$ cat src/rtl/reg_dump_reader.sv
// Walks the CPU register file through one combinational read port and streams each word out
// over valid/ready. Optional trailing XOR checksum beat under `REG_DUMP_CHECKSUM_EN.
module reg_dump_reader #(
  parameter int unsigned DATA_W   = 32,
  parameter int unsigned ADDR_W   = 5,
  parameter int unsigned NUM_REGS = 32
) (
  input  logic              clk_i,
  input  logic              rst_n,
  input  logic              start_i,
  output logic              busy_o,
  output logic              done_o,
  output logic [ADDR_W-1:0] rd_addr_o,
  input  logic [DATA_W-1:0] rd_data_i,
  output logic              out_valid_o,
  input  logic              out_ready_i,
  output logic [DATA_W-1:0] out_data_o,
  output logic [ADDR_W:0]   out_idx_o,
  output logic              out_last_o
);

  localparam logic [ADDR_W:0] LastRegIdx = (ADDR_W+1)'(NUM_REGS - 1);

`ifdef REG_DUMP_CHECKSUM_EN
  localparam logic [ADDR_W:0] CsumIdx = (ADDR_W+1)'(NUM_REGS);

  typedef enum logic [2:0] {StIdle, StRead, StHold, StDone, StCsum} state_e;
`else
  typedef enum logic [2:0] {StIdle, StRead, StHold, StDone} state_e;
`endif

  state_e              state_q, state_d;
  logic [ADDR_W:0]     idx_q, idx_d;
  logic [ADDR_W-1:0]   addr_q, addr_d;
  logic [DATA_W-1:0]   data_q, data_d;
  logic [ADDR_W:0]     oidx_q, oidx_d;
  logic                last_q, last_d;
  logic                valid_q, valid_d;
`ifdef REG_DUMP_CHECKSUM_EN
  logic [DATA_W-1:0]   csum_q, csum_d;
`endif

  always_comb begin
    state_d = state_q;
    idx_d   = idx_q;
    addr_d  = addr_q;
    data_d  = data_q;
    oidx_d  = oidx_q;
    last_d  = last_q;
    valid_d = valid_q;
`ifdef REG_DUMP_CHECKSUM_EN
    csum_d  = csum_q;
`endif
    busy_o  = 1'b0;
    done_o  = 1'b0;

    unique case (state_q)
      StIdle: begin
        if (start_i) begin
          idx_d   = '0;
          addr_d  = '0;
`ifdef REG_DUMP_CHECKSUM_EN
          csum_d  = '0;
`endif
          state_d = StRead;
        end
      end
      StRead: begin
        busy_o  = 1'b1;
        data_d  = rd_data_i;
        oidx_d  = idx_q;
        valid_d = 1'b1;
`ifdef REG_DUMP_CHECKSUM_EN
        last_d  = 1'b0;
        csum_d  = csum_q ^ rd_data_i;
`else
        last_d  = (idx_q == LastRegIdx);
`endif
        state_d = StHold;
      end
      StHold: begin
        busy_o = 1'b1;
        if (out_ready_i) begin
          valid_d = 1'b0;
          last_d  = 1'b0;
          if (last_q) begin
            state_d = StDone;
`ifdef REG_DUMP_CHECKSUM_EN
          end else if (idx_q == LastRegIdx) begin
            state_d = StCsum;
`endif
          end else begin
            idx_d   = idx_q + 1'b1;
            addr_d  = ADDR_W'(idx_q + 1'b1);
            state_d = StRead;
          end
        end
      end
`ifdef REG_DUMP_CHECKSUM_EN
      StCsum: begin
        // Read port address is left on the last register.
        busy_o  = 1'b1;
        idx_d   = CsumIdx;
        data_d  = csum_q;
        oidx_d  = CsumIdx;
        last_d  = 1'b1;
        valid_d = 1'b1;
        state_d = StHold;
      end
`endif
      StDone: begin
        done_o  = 1'b1;
        state_d = StIdle;
      end
      default: state_d = StIdle;
    endcase
  end

  always_ff @(posedge clk_i) begin
    if (!rst_n) begin
      state_q <= StIdle;
      idx_q   <= '0;
      addr_q  <= '0;
      data_q  <= '0;
      oidx_q  <= '0;
      last_q  <= 1'b0;
      valid_q <= 1'b0;
`ifdef REG_DUMP_CHECKSUM_EN
      csum_q  <= '0;
`endif
    end else begin
      state_q <= state_d;
      idx_q   <= idx_d;
      addr_q  <= addr_d;
      data_q  <= data_d;
      oidx_q  <= oidx_d;
      last_q  <= last_d;
      valid_q <= valid_d;
`ifdef REG_DUMP_CHECKSUM_EN
      csum_q  <= csum_d;
`endif
    end
  end

  assign rd_addr_o   = addr_q;
  assign out_valid_o = valid_q;
  assign out_data_o  = data_q;
  assign out_idx_o   = oidx_q;
  assign out_last_o  = last_q;

endmodule
$ cat config.mk
export PLATFORM = sky130hd
export DESIGN_NAME = reg_dump_reader
export DESIGN_NICKNAME = d
export VERILOG_FILES = /design/src/rtl/reg_dump_reader.sv
export SDC_FILE = /design/constraint.sdc
export NUM_CORES = 1
export LEC_CHECK = 0
export ABC_AREA = 1
export BUFFER_PORTS_ARGS = -buffer_cell sky130_fd_sc_hd__buf_4
export CAP_MARGIN = 20
export CORE_UTILIZATION = 32
export DETAILED_ROUTE_END_ITERATION = 16
export GPL_TIMING_DRIVEN = 1
export HOLD_SLACK_MARGIN = 0.05
export SYNTH_ARGS = -nofsm -noshare
export SYNTH_HDL_FRONTEND = slang
export SYNTH_SLANG_ARGS = --single-unit
$ cat constraint.sdc
create_clock -name clk_i -period 3.8 [get_ports clk_i]
set_clock_uncertainty 0.15 [all_clocks]
set_input_delay 0.38 -clock clk_i [delete_from_list [all_inputs] [get_ports clk_i]]
set_output_delay 0.38 -clock clk_i [all_outputs]
set_load 0.005 [all_outputs]
==> impl_metrics.csv <==
group,metric,value,unit
synth,syn_nets,291,
timing,drv_slew,0,
synth,netlist_area,1980,um2
timing,whs,0.143,ns
pwr,power_density,764,nW/um2
setup_path,reg2reg_depth,6,
setup_path,cp_slowest_cell,"ha_1",
setup_path,r2r_setup_slack,1.63,ns
run_status,status,"completed",
global_routing,overflow,0,
routing,drt-pass1-iter-count,4,
timing,worst_slew_pin_slew,0.684,ns
routing,drc,0,
routing,routedWlPerCell,12.3,um
setup_path,end_kind,"register",
placement,place_congestion,0.768,
timing,hold_viol,0,
synth,synth_area_leaders,"dfxtp_1 49%, nor2_1 14%, o21ai_0 11%",
timing,finalSetupTns,0,ns
setup_path,critPathMaxFanout,33,
synth,synth_compound_area_frac,0.152,
floorplan,die_w,80.6,um
clock_tree,post_cts_resized,0,
routing,dr.first_iter.drc_count,79,
synth,ys_seq_area_frac,0.486,
routing,routed_wl,4.88,mm
timing,rsz0062_at_grt,"false",
clock_tree,cts.htree.levels,2,
global_routing,grt_pass1_wl,7.58,mm
floorplan,dieArea,6500,um2
clock_tree,insertion_delay,0.30,ns
final_layout,diodes,0,
floorplan,rows,28,
setup_path,required,3.89,ns
routing,viasPerCell,4.57,
final_layout,layout-drive-gt1-share,0.323,
synth,yosys.area_share.simple,0.239,
setup_path,crit_path_start_kind,"register",
pwr,power,2.07,mW
clock_tree,clk_path_buf_depth,2,
floorplan,core-area,5960,um2
clock_tree,postCtsHoldBufs,0,
flow_run,maxCapViolCount,0,
global_routing,grt_pass1_vias,1640,
clock_tree,clkSinkCount,48,
clock_tree,root_buffer,"clkbuf_8",
final_layout,utilization,0.454,
synth,synthArstFlopShare,0,
synth,synth_fa_ha_area_frac,0.0380,
final_layout,final_area,2700,um2
synth,muxShareOfSynthArea,0,
routing,num_vias,1816,
synth,synth.most_common_cell,"nor2_1",
placement,dpl.cell_count,389,
setup_path,endpoint,"out_last_o",
setup_path,cp_num_buf_inv,2,
clock_tree,cts_tree,"yes",
setup_path,critical_path.cell_chain,"inv_1 -> ha_1 -> inv_2 -> nor2_1 -> nand4_1 -> a21oi_1",
setup_path,rr_endpoint,"out_last_o",
setup_path,crit_family,"adder cells",
setup_path,critPathMaxStageDelay,0.60,ns
global_routing,antenna_found_initial,0,
global_routing,grt_max_degree,43,
floorplan,die_h,80.6,um
timing,timing.final.crit_period,2.17,ns
setup_path,worstPathArrival,2.26,ns
timing,max_slew_margin,0.544,
pwr,leakage,1.30,nW
timing,setup_viol,0,
synth,yosys_warnings,0,
synth,synth_common_cells,"74 x nor2_1, 48 x dfxtp_1, 42 x o21ai_0, 13 x nand2_1, 12 x a21oi_1",
setup_path,path_depth,6,
placement,dp_hpwl,3.41,mm
floorplan,ios,83,
synth,synth_largest_area_cell,"dfxtp_1",
setup_path,cp-startpoint,"state_q[1]",
synth,synth_top_area_frac,0.486,
synth,synth_top_family_by_area,"simple AND/OR/NAND/NOR gates",
synth,synth_xor_area_frac,0.00443,
setup_path,r2r-start,"state_q[1]",
setup_path,path_class,"register to register",
placement,place_ws,1.59,ns
global_routing,track_usage,0.154,
synth,yosys_most_used_dff,"dfxtp_1",
synth,synth_edf_count,0,
final_layout,areaGrowthSynthToFinish,36.7,%
clock_tree,cts_buffers,5,
min_path,min_path_type,"primary input to register",
synth,netlist_instances,249,
synth,avgSynthCellArea,7.94,um2
clock_tree,clkTransAtPathRegs,0.09,ns
final_layout,finalNetCount,363,
timing,max_freq,0.460,GHz
final_layout,fin_cells,397,
floorplan,initial_core_util,0.332,
timing,worst_slack,1.63,ns
placement,placed_area,2590,um2
synth,ys_types,24,
synth,ys_seq_elements,48,
pwr,vdd_drop_max,0.386,mV
routing,ant_nets,0,
placement,port_buffers,82,
timing,fin_crit_sh,0.572,
clock_tree,cts_setup_buffers,0,
-- report_power, final --
part           leakage [nW]  total, mW  internal (mW)  switching [mW]
combinational         0.856      0.896          0.415           0.481
clock                0.0541      0.371          0.195           0.177
sequential            0.395      0.798          0.687           0.111
-- layer usage --
layer / vias to the layer above / global-route usage / wire length, um
met5: - / 0 / 0
met4: 0 / 0.0536 / 65
met3: 6 / 0.0500 / 335
met2: 54 / 0.240 / 2160
met1: 819 / 0.198 / 2320
li1: 937 / - / -
-- state kept, by name, indices dropped and copies added, names as in the netlist --
signal,flops
state_q,2
out_last_o,1
idx_q,6
out_data_o,32
out_valid_o,1
out_idx_o,6
-- area by class of cell --
class                      count  area (um2)
inverter                      14        57.6
tap                           75        93.8
clock buffer                   5        68.8
timing repair buffer          83         623
sequential                    48         961
multi-input combinational    169         856
clock inverter                 3        42.5
fill                         638        3250
-- worst reg2reg max path, delay by kind of cell, from the launching register on --
kind,cells,cell delay (ns)
flip-flops,1,0.35
AO/OA/AOI/OAI,1,0.13
adder cells (fa/ha/maj),1,0.60
AND/OR/NAND/NOR,2,0.34
buffers and inverters,2,0.53
-- cells in the final DEF, fill, tap and decap left out, types with 2 or more instances in the layout --
cell type,Yosys,final
nand2_4,4,4
a21oi_1,12,12
ha_1,6,6
inv_1,11,11
inv_4,2,2
o21ai_0,42,42
nor2_4,2,2
buf_4,5,83
nor2_1,74,74
nand2_1,13,13
dfxtp_1,48,48
clkbuf_8,0,5
nand3_1,9,9
-- logic make-up after synthesis --
group           count (synthesis)
simple gates                  105
compound gates                 57
flops                          48
buf+inv                        32
fa+ha+maj                       6
xor+xnor                        1
-- worst min path at each step --
stage | startpoint | end | slack, ns | cells after the start
after CTS | rd_data_i[17] | out_data_o[17] | 0.13 | 3
final | rd_data_i[17] | out_data_o[17] | 0.14 | 3
after detailed placement | out_data_o[28] | out_data_o[28] | 0.34 | 2
after floorplan | idx_q[5] | out_idx_o[5] | 0.32 | 2
after global routing | rd_data_i[17] | out_data_o[17] | 0.13 | 3
after global placement | out_data_o[8] | out_data_o[8] | 0.34 | 2
Power figures use the tool's default switching activity.
